`src/rtl/bcd_encoder.sv`:
```
// bcd_encoder: sequential binary-to-BCD converter (shift-add-3, one bit per clock).
// Valid/ready handshakes on both sides. Optional build macro BCD_ENCODER_SATURATE_EN
// clamps overflowed results to all nines; by default the low N digits are returned.
`timescale 1ns/1ps

module bcd_encoder #(
  parameter  int unsigned N = 3,
  localparam int unsigned W = 3*N + (N+2)/3
) (
  input  logic           i_clock,
  input  logic           i_reset,
  input  logic [W-1:0]   i_bin,
  input  logic           i_valid,
  output logic           o_ready,
  output logic [4*N-1:0] o_bcd,
  output logic           o_overflow,
  output logic           o_valid,
  input  logic           i_ready
);

  localparam int unsigned AW = 4*(N+1);
  localparam int unsigned CW = (W > 1) ? $clog2(W) : 1;

  localparam logic [1:0] IDLE  = 2'd0;
  localparam logic [1:0] SHIFT = 2'd1;
  localparam logic [1:0] DONE  = 2'd2;

  logic [1:0]     state_q, state_d;
  logic [W-1:0]   bin_q, bin_d;
  logic [AW-1:0]  acc_q, acc_d;
  logic [CW-1:0]  count_q, count_d;
  logic [4*N-1:0] bcd_q, bcd_d;
  logic           ovf_q, ovf_d;
  logic           valid_q, valid_d;
  logic           ready_q, ready_d;

  logic [AW-1:0]  acc_adj;
  logic [4*N-1:0] bcd_res;
  logic           ovf_res;

  // Add 3 to every scratch digit that is 5 or more before the next shift
  always_comb begin
    acc_adj = acc_q;
    for (int unsigned i = 0; i <= N; i++) begin
      if (acc_q[4*i +: 4] >= 4'd5) begin
        acc_adj[4*i +: 4] = acc_q[4*i +: 4] + 4'd3;
      end
    end
  end

  // Final result formatting; the extra top digit flags overflow
  always_comb begin
    ovf_res = (acc_q[4*N +: 4] != 4'd0);
`ifdef BCD_ENCODER_SATURATE_EN
    bcd_res = ovf_res ? {N{4'd9}} : acc_q[4*N-1:0];
`else
    bcd_res = acc_q[4*N-1:0];
`endif
  end

  // Next-state and next-output logic
  always_comb begin
    state_d = state_q;
    bin_d   = bin_q;
    acc_d   = acc_q;
    count_d = count_q;
    bcd_d   = bcd_q;
    ovf_d   = ovf_q;
    valid_d = valid_q;
    case (state_q)
      IDLE: begin
        if (i_valid && ready_q) begin
          bin_d   = i_bin;
          acc_d   = '0;
          count_d = '0;
          state_d = SHIFT;
        end
      end
      SHIFT: begin
        {acc_d, bin_d} = {acc_adj[AW-2:0], bin_q, 1'b0};
        count_d        = count_q + CW'(1);
        if (count_q == CW'(W-1)) begin
          state_d = DONE;
        end
      end
      DONE: begin
        // First DONE cycle registers the result; then hold until it is taken
        if (!valid_q) begin
          bcd_d   = bcd_res;
          ovf_d   = ovf_res;
          valid_d = 1'b1;
        end else if (i_ready) begin
          valid_d = 1'b0;
          state_d = IDLE;
        end
      end
      default: begin
        state_d = IDLE;
        valid_d = 1'b0;
      end
    endcase
    ready_d = (state_d == IDLE);
  end

  // State and output registers with synchronous reset
  always_ff @(posedge i_clock) begin
    if (i_reset) begin
      state_q <= IDLE;
      bin_q   <= '0;
      acc_q   <= '0;
      count_q <= '0;
      bcd_q   <= '0;
      ovf_q   <= 1'b0;
      valid_q <= 1'b0;
      ready_q <= 1'b0;
    end else begin
      state_q <= state_d;
      bin_q   <= bin_d;
      acc_q   <= acc_d;
      count_q <= count_d;
      bcd_q   <= bcd_d;
      ovf_q   <= ovf_d;
      valid_q <= valid_d;
      ready_q <= ready_d;
    end
  end

  assign o_ready    = ready_q;
  assign o_valid    = valid_q;
  assign o_bcd      = bcd_q;
  assign o_overflow = ovf_q;

endmodule

```
`config.mk`:
```
export PLATFORM = sky130hd
export DESIGN_NAME = bcd_encoder
export DESIGN_NICKNAME = d
export VERILOG_FILES = /design/src/rtl/bcd_encoder.sv
export SDC_FILE = /design/constraint.sdc
export NUM_CORES = 1
export LEC_CHECK = 0
export ABC_AREA = 1
export ABC_CLOCK_PERIOD_IN_PS = 1900
export CELL_PAD_IN_SITES_DETAIL_PLACEMENT = 0
export CELL_PAD_IN_SITES_GLOBAL_PLACEMENT = 2
export CORE_MARGIN = 2
export CORE_UTILIZATION = 31
export DETAILED_ROUTE_END_ITERATION = 16
export MAX_ROUTING_LAYER = met4
export PLACE_DENSITY_LB_ADDON = 0.3
export SLEW_MARGIN = 20
export SYNTH_ARGS = -nofsm -noshare
export SYNTH_HDL_FRONTEND = slang
export SYNTH_SLANG_ARGS = --single-unit
export TNS_END_PERCENT = 10
```
`constraint.sdc`:
```
create_clock -name i_clock -period 1.9 [get_ports i_clock]
set_clock_uncertainty 0.2 [all_clocks]
set_input_delay 0.285 -clock i_clock [delete_from_list [all_inputs] [get_ports i_clock]]
set_output_delay 0.285 -clock i_clock [all_outputs]
set_load 0.1 [all_outputs]
```
==> reports/metrics.csv <==
stage,metric,value,unit
logic_synthesis,yosys-top-cells-count,"88 x nand2_1, 47 x dfxtp_1, 33 x a21oi_1",
die,start_util,32.3,%
finish,instances_no_fill,438,
critical_path,worstPathRequired,1940,ps
logic_synthesis,yosysTopAreaCellShare,42.5,%
critical_path,arrival,1670,ps
grt,first_global_vias,1983,
critical_path,cpMostUsedCell,nor2_1,
finish,final_core_util,41.8,%
clock_tree,numCtsBuffers,5,
critical_path,crit_path_max_incr_delay,430,ps
die,io_pins,29,
timing,fin_tns_setup,0,ps
clock_tree,clkTransAtPathRegs,90,ps
timing,post-route-min-period,1630,ps
die,die_width,88.5,µm
placed_design,hpwlAfterDp,3.73,mm
finish,diodes,0,
route,drc,0,
critical_path,cp_max_fo,5,
clock_tree,cts.sinks,47,
power_and_ir_drop,p_switching,0.464,mW
logic_synthesis,ys_ff_latch,47,
route,antenna_left,0,
timing,rsz0062_at_grt,no,
logic_synthesis,synth_fp_nets,334,
timing,clock.fmax,614,MHz
placed_design,place.gp.congestion,0.850,
die,die_h,88.5,µm
hold_path,hp-class,flop to flop,
power_and_ir_drop,p_int,1.33,mW
die,dieArea,7840,µm²
critical_path,cp-start-kind,flop,
critical_path,reg2reg_slack,270,ps
finish,synthToLayoutAreaGrowth,29.6,%
logic_synthesis,synth-async-reset-ratio,0,%
power_and_ir_drop,ir_worst_vdd,0.278,mV
grt,grt_overflow,0,
grt,grt_max_degree,41,
grt,grt_antenna_before_repair,0,
critical_path,endpoint_kind,flop,
critical_path,cp_top_family,simple AND/OR/NAND/NOR gates,
clock_tree,ctsHoldBuffers,0,
route,drt-pass1-iter-count,4,
run,cap_viol_max_count,0,
power_and_ir_drop,power_switching_share,25.8,%
logic_synthesis,postSynthAreaPerCell,7.17,µm²
power_and_ir_drop,powerDensity,625,nW/µm²
logic_synthesis,ys.flop_type,dfxtp_1,
timing,worstMarginPinSlew,476,ps
route,vias,2022,
logic_synthesis,synth_edf_count,0,
run_status,status,"finished, final reports clean",
placed_design,dp.cells,430,
critical_path,path_cells,inv_1 -> ha_1 -> inv_1 -> nand2_1 -> nand3_1 -> nand2_1 -> nor2_1 -> nor2_1 -> nor2_1,
logic_synthesis,synthMostInstantiatedCell,nand2_1,
clock_tree,cts_tree,yes,
finish,final_layout_size_suffix_gt1_share,11.7,%
timing,slew_viol_final,0,
timing,hold_viol_final,0,
logic_synthesis,synth-seq-area-share,42.5,%
route,wl,5.33,mm
critical_path,critPathKind,flop to flop,
power_and_ir_drop,p_clk_share,33.5,%
route,vias_per_cell,4.62,
critical_path,path_buf_inv,2,
clock_tree,clockRootBuffer,clkbuf_8,
logic_synthesis,yosysUniqueCellTypes,24,
power_and_ir_drop,combPwrFrac,9.7,%
power_and_ir_drop,seqPwrFrac,56.8,%
critical_path,crit_slowest_cell,dfxtp_1,
route,drt-wirelength-per-cell,12.2,µm
clock_tree,cts_setup_buffers,0,
power_and_ir_drop,leakage,1.09,nW
timing,max_slew_margin,68.2,%
timing,setup_viol,0,
logic_synthesis,synthesis.area,2220,µm²
logic_synthesis,yosysTopAreaCell,dfxtp_1,
finish,nets,366,
logic_synthesis,postSynthCellCount,309,
die,core,6870,µm²
logic_synthesis,yosysWarnings,0,
die,placement_rows,30,
clock_tree,cts_htree_levels,2,
grt,gr-usage-all-layers,15.7,%
grt,grt_pass1_wl,9.26,mm
placed_design,io_buffers,28,
logic_synthesis,synthTopCellsByArea,"dfxtp_1 42%, nand2_1 15%, a21oi_1 7.5%",
timing,min_period_over_period,85.8,%
clock_tree,clockBufferDepth,2,
clock_tree,clkLatencyLatePin,300,ps
clock_tree,cts-resized-gates,0,
route,drt-initial-drc-count,83,
layer usage:
layer	GRT usage (%)	vias to the layer above	wire length (µm)
li1	-	1077	-
met3	2.80	7	174
met2	24.9	37	2400
met1	20.4	901	2670
met4	4.96	0	80
met5	-	-	0
kinds of logic (layout without fill, tap and decap cells):
logic type / after synthesis / count (layout) / share of synthesized area (%)
buffers and inverters: 35 / 68 / 6.61
and+or+nand+nor: 164 / 164 / 32.2
adders and majority gates: 11 / 11 / 6.21
AOI/OAI and AO/OA: 52 / 52 / 12.5
DFF: 47 / 47 / 42.5
stage by stage:
step	setup slack [ps]	hold WS (ps)	area (µm²)	total power, mW
after floorplan	-75.7	242	2220	1.14
after global placement	151	253	2790	1.22
after detailed placement	108	266	2790	1.22
after CTS	240	280	2870	1.83
after global routing	101	294	2870	1.89
final	271	274	2870	1.80
sequential cells by signal, indices dropped and copies added, names as in the netlist:
signal and count:
o_bcd 12, o_overflow 1, state_q 2, bin_q 10, o_valid 1, acc_q 16
o_ready 1, count_q 4
cell usage in the layout, fill, tap and decap left out, types with 2 or more instances in the layout:
cell type        instances
a21oi_1                 33
o211ai_1                 3
nor2_1                  26
ha_1                    11
nand4_1                  9
clkdlybuf4s50_1         13
buf_4                    8
nand2_1                 88
nor3_1                   2
buf_12                  16
dfxtp_1                 46
a31oi_1                  7
clkbuf_8                 5
o21ai_0                  8
inv_2                    3
nand3_1                 31
nor2_4                   2
inv_1                   20
worst register-to-register path, delay by kind of cell, from the launching register on:
family	cells	cell delay, ps
and+or+nand+nor	6	530
DFF	1	430
adders and majority gates	1	230
buffers and inverters	2	180
final cells by class:
class,instances,area (µm²)
fill,712,4000
multi-input combinational,227,1130
sequential,47,942
timing repair buffer,37,510
tap,96,120
inverter,23,86.3
clock buffer,6,72.6
clock inverter,2,12.5
power by group through the flow:
| stage | registers [mW] | logic [mW] | clock network [mW] |
|---|---|---|---|
| 2_1_floorplan | 1.05 | 0.0860 | 0 |
| 3_3_place_gp | 1.04 | 0.176 | 0 |
| 3_5_place_dp | 1.04 | 0.177 | 0 |
| 4_1_cts | 1.02 | 0.177 | 0.637 |
| 5_1_grt | 1.02 | 0.196 | 0.671 |
| 6_report | 1.02 | 0.174 | 0.603 |
final timing paths:
check,startpoint,endpoint,depth (start not counted)
hold / removal,bin_q[0]$_SDFFE_PP0P_,bin_q[0]$_SDFFE_PP0P_,2
setup reg to reg,acc_q[4]$_SDFFE_PP0P_,acc_q[8]$_SDFFE_PP0P_,9
setup / recovery,acc_q[4]$_SDFFE_PP0P_,acc_q[8]$_SDFFE_PP0P_,9
hold reg to reg,bin_q[0]$_SDFFE_PP0P_,bin_q[0]$_SDFFE_PP0P_,2
Power figures use the tool's default switching activity.
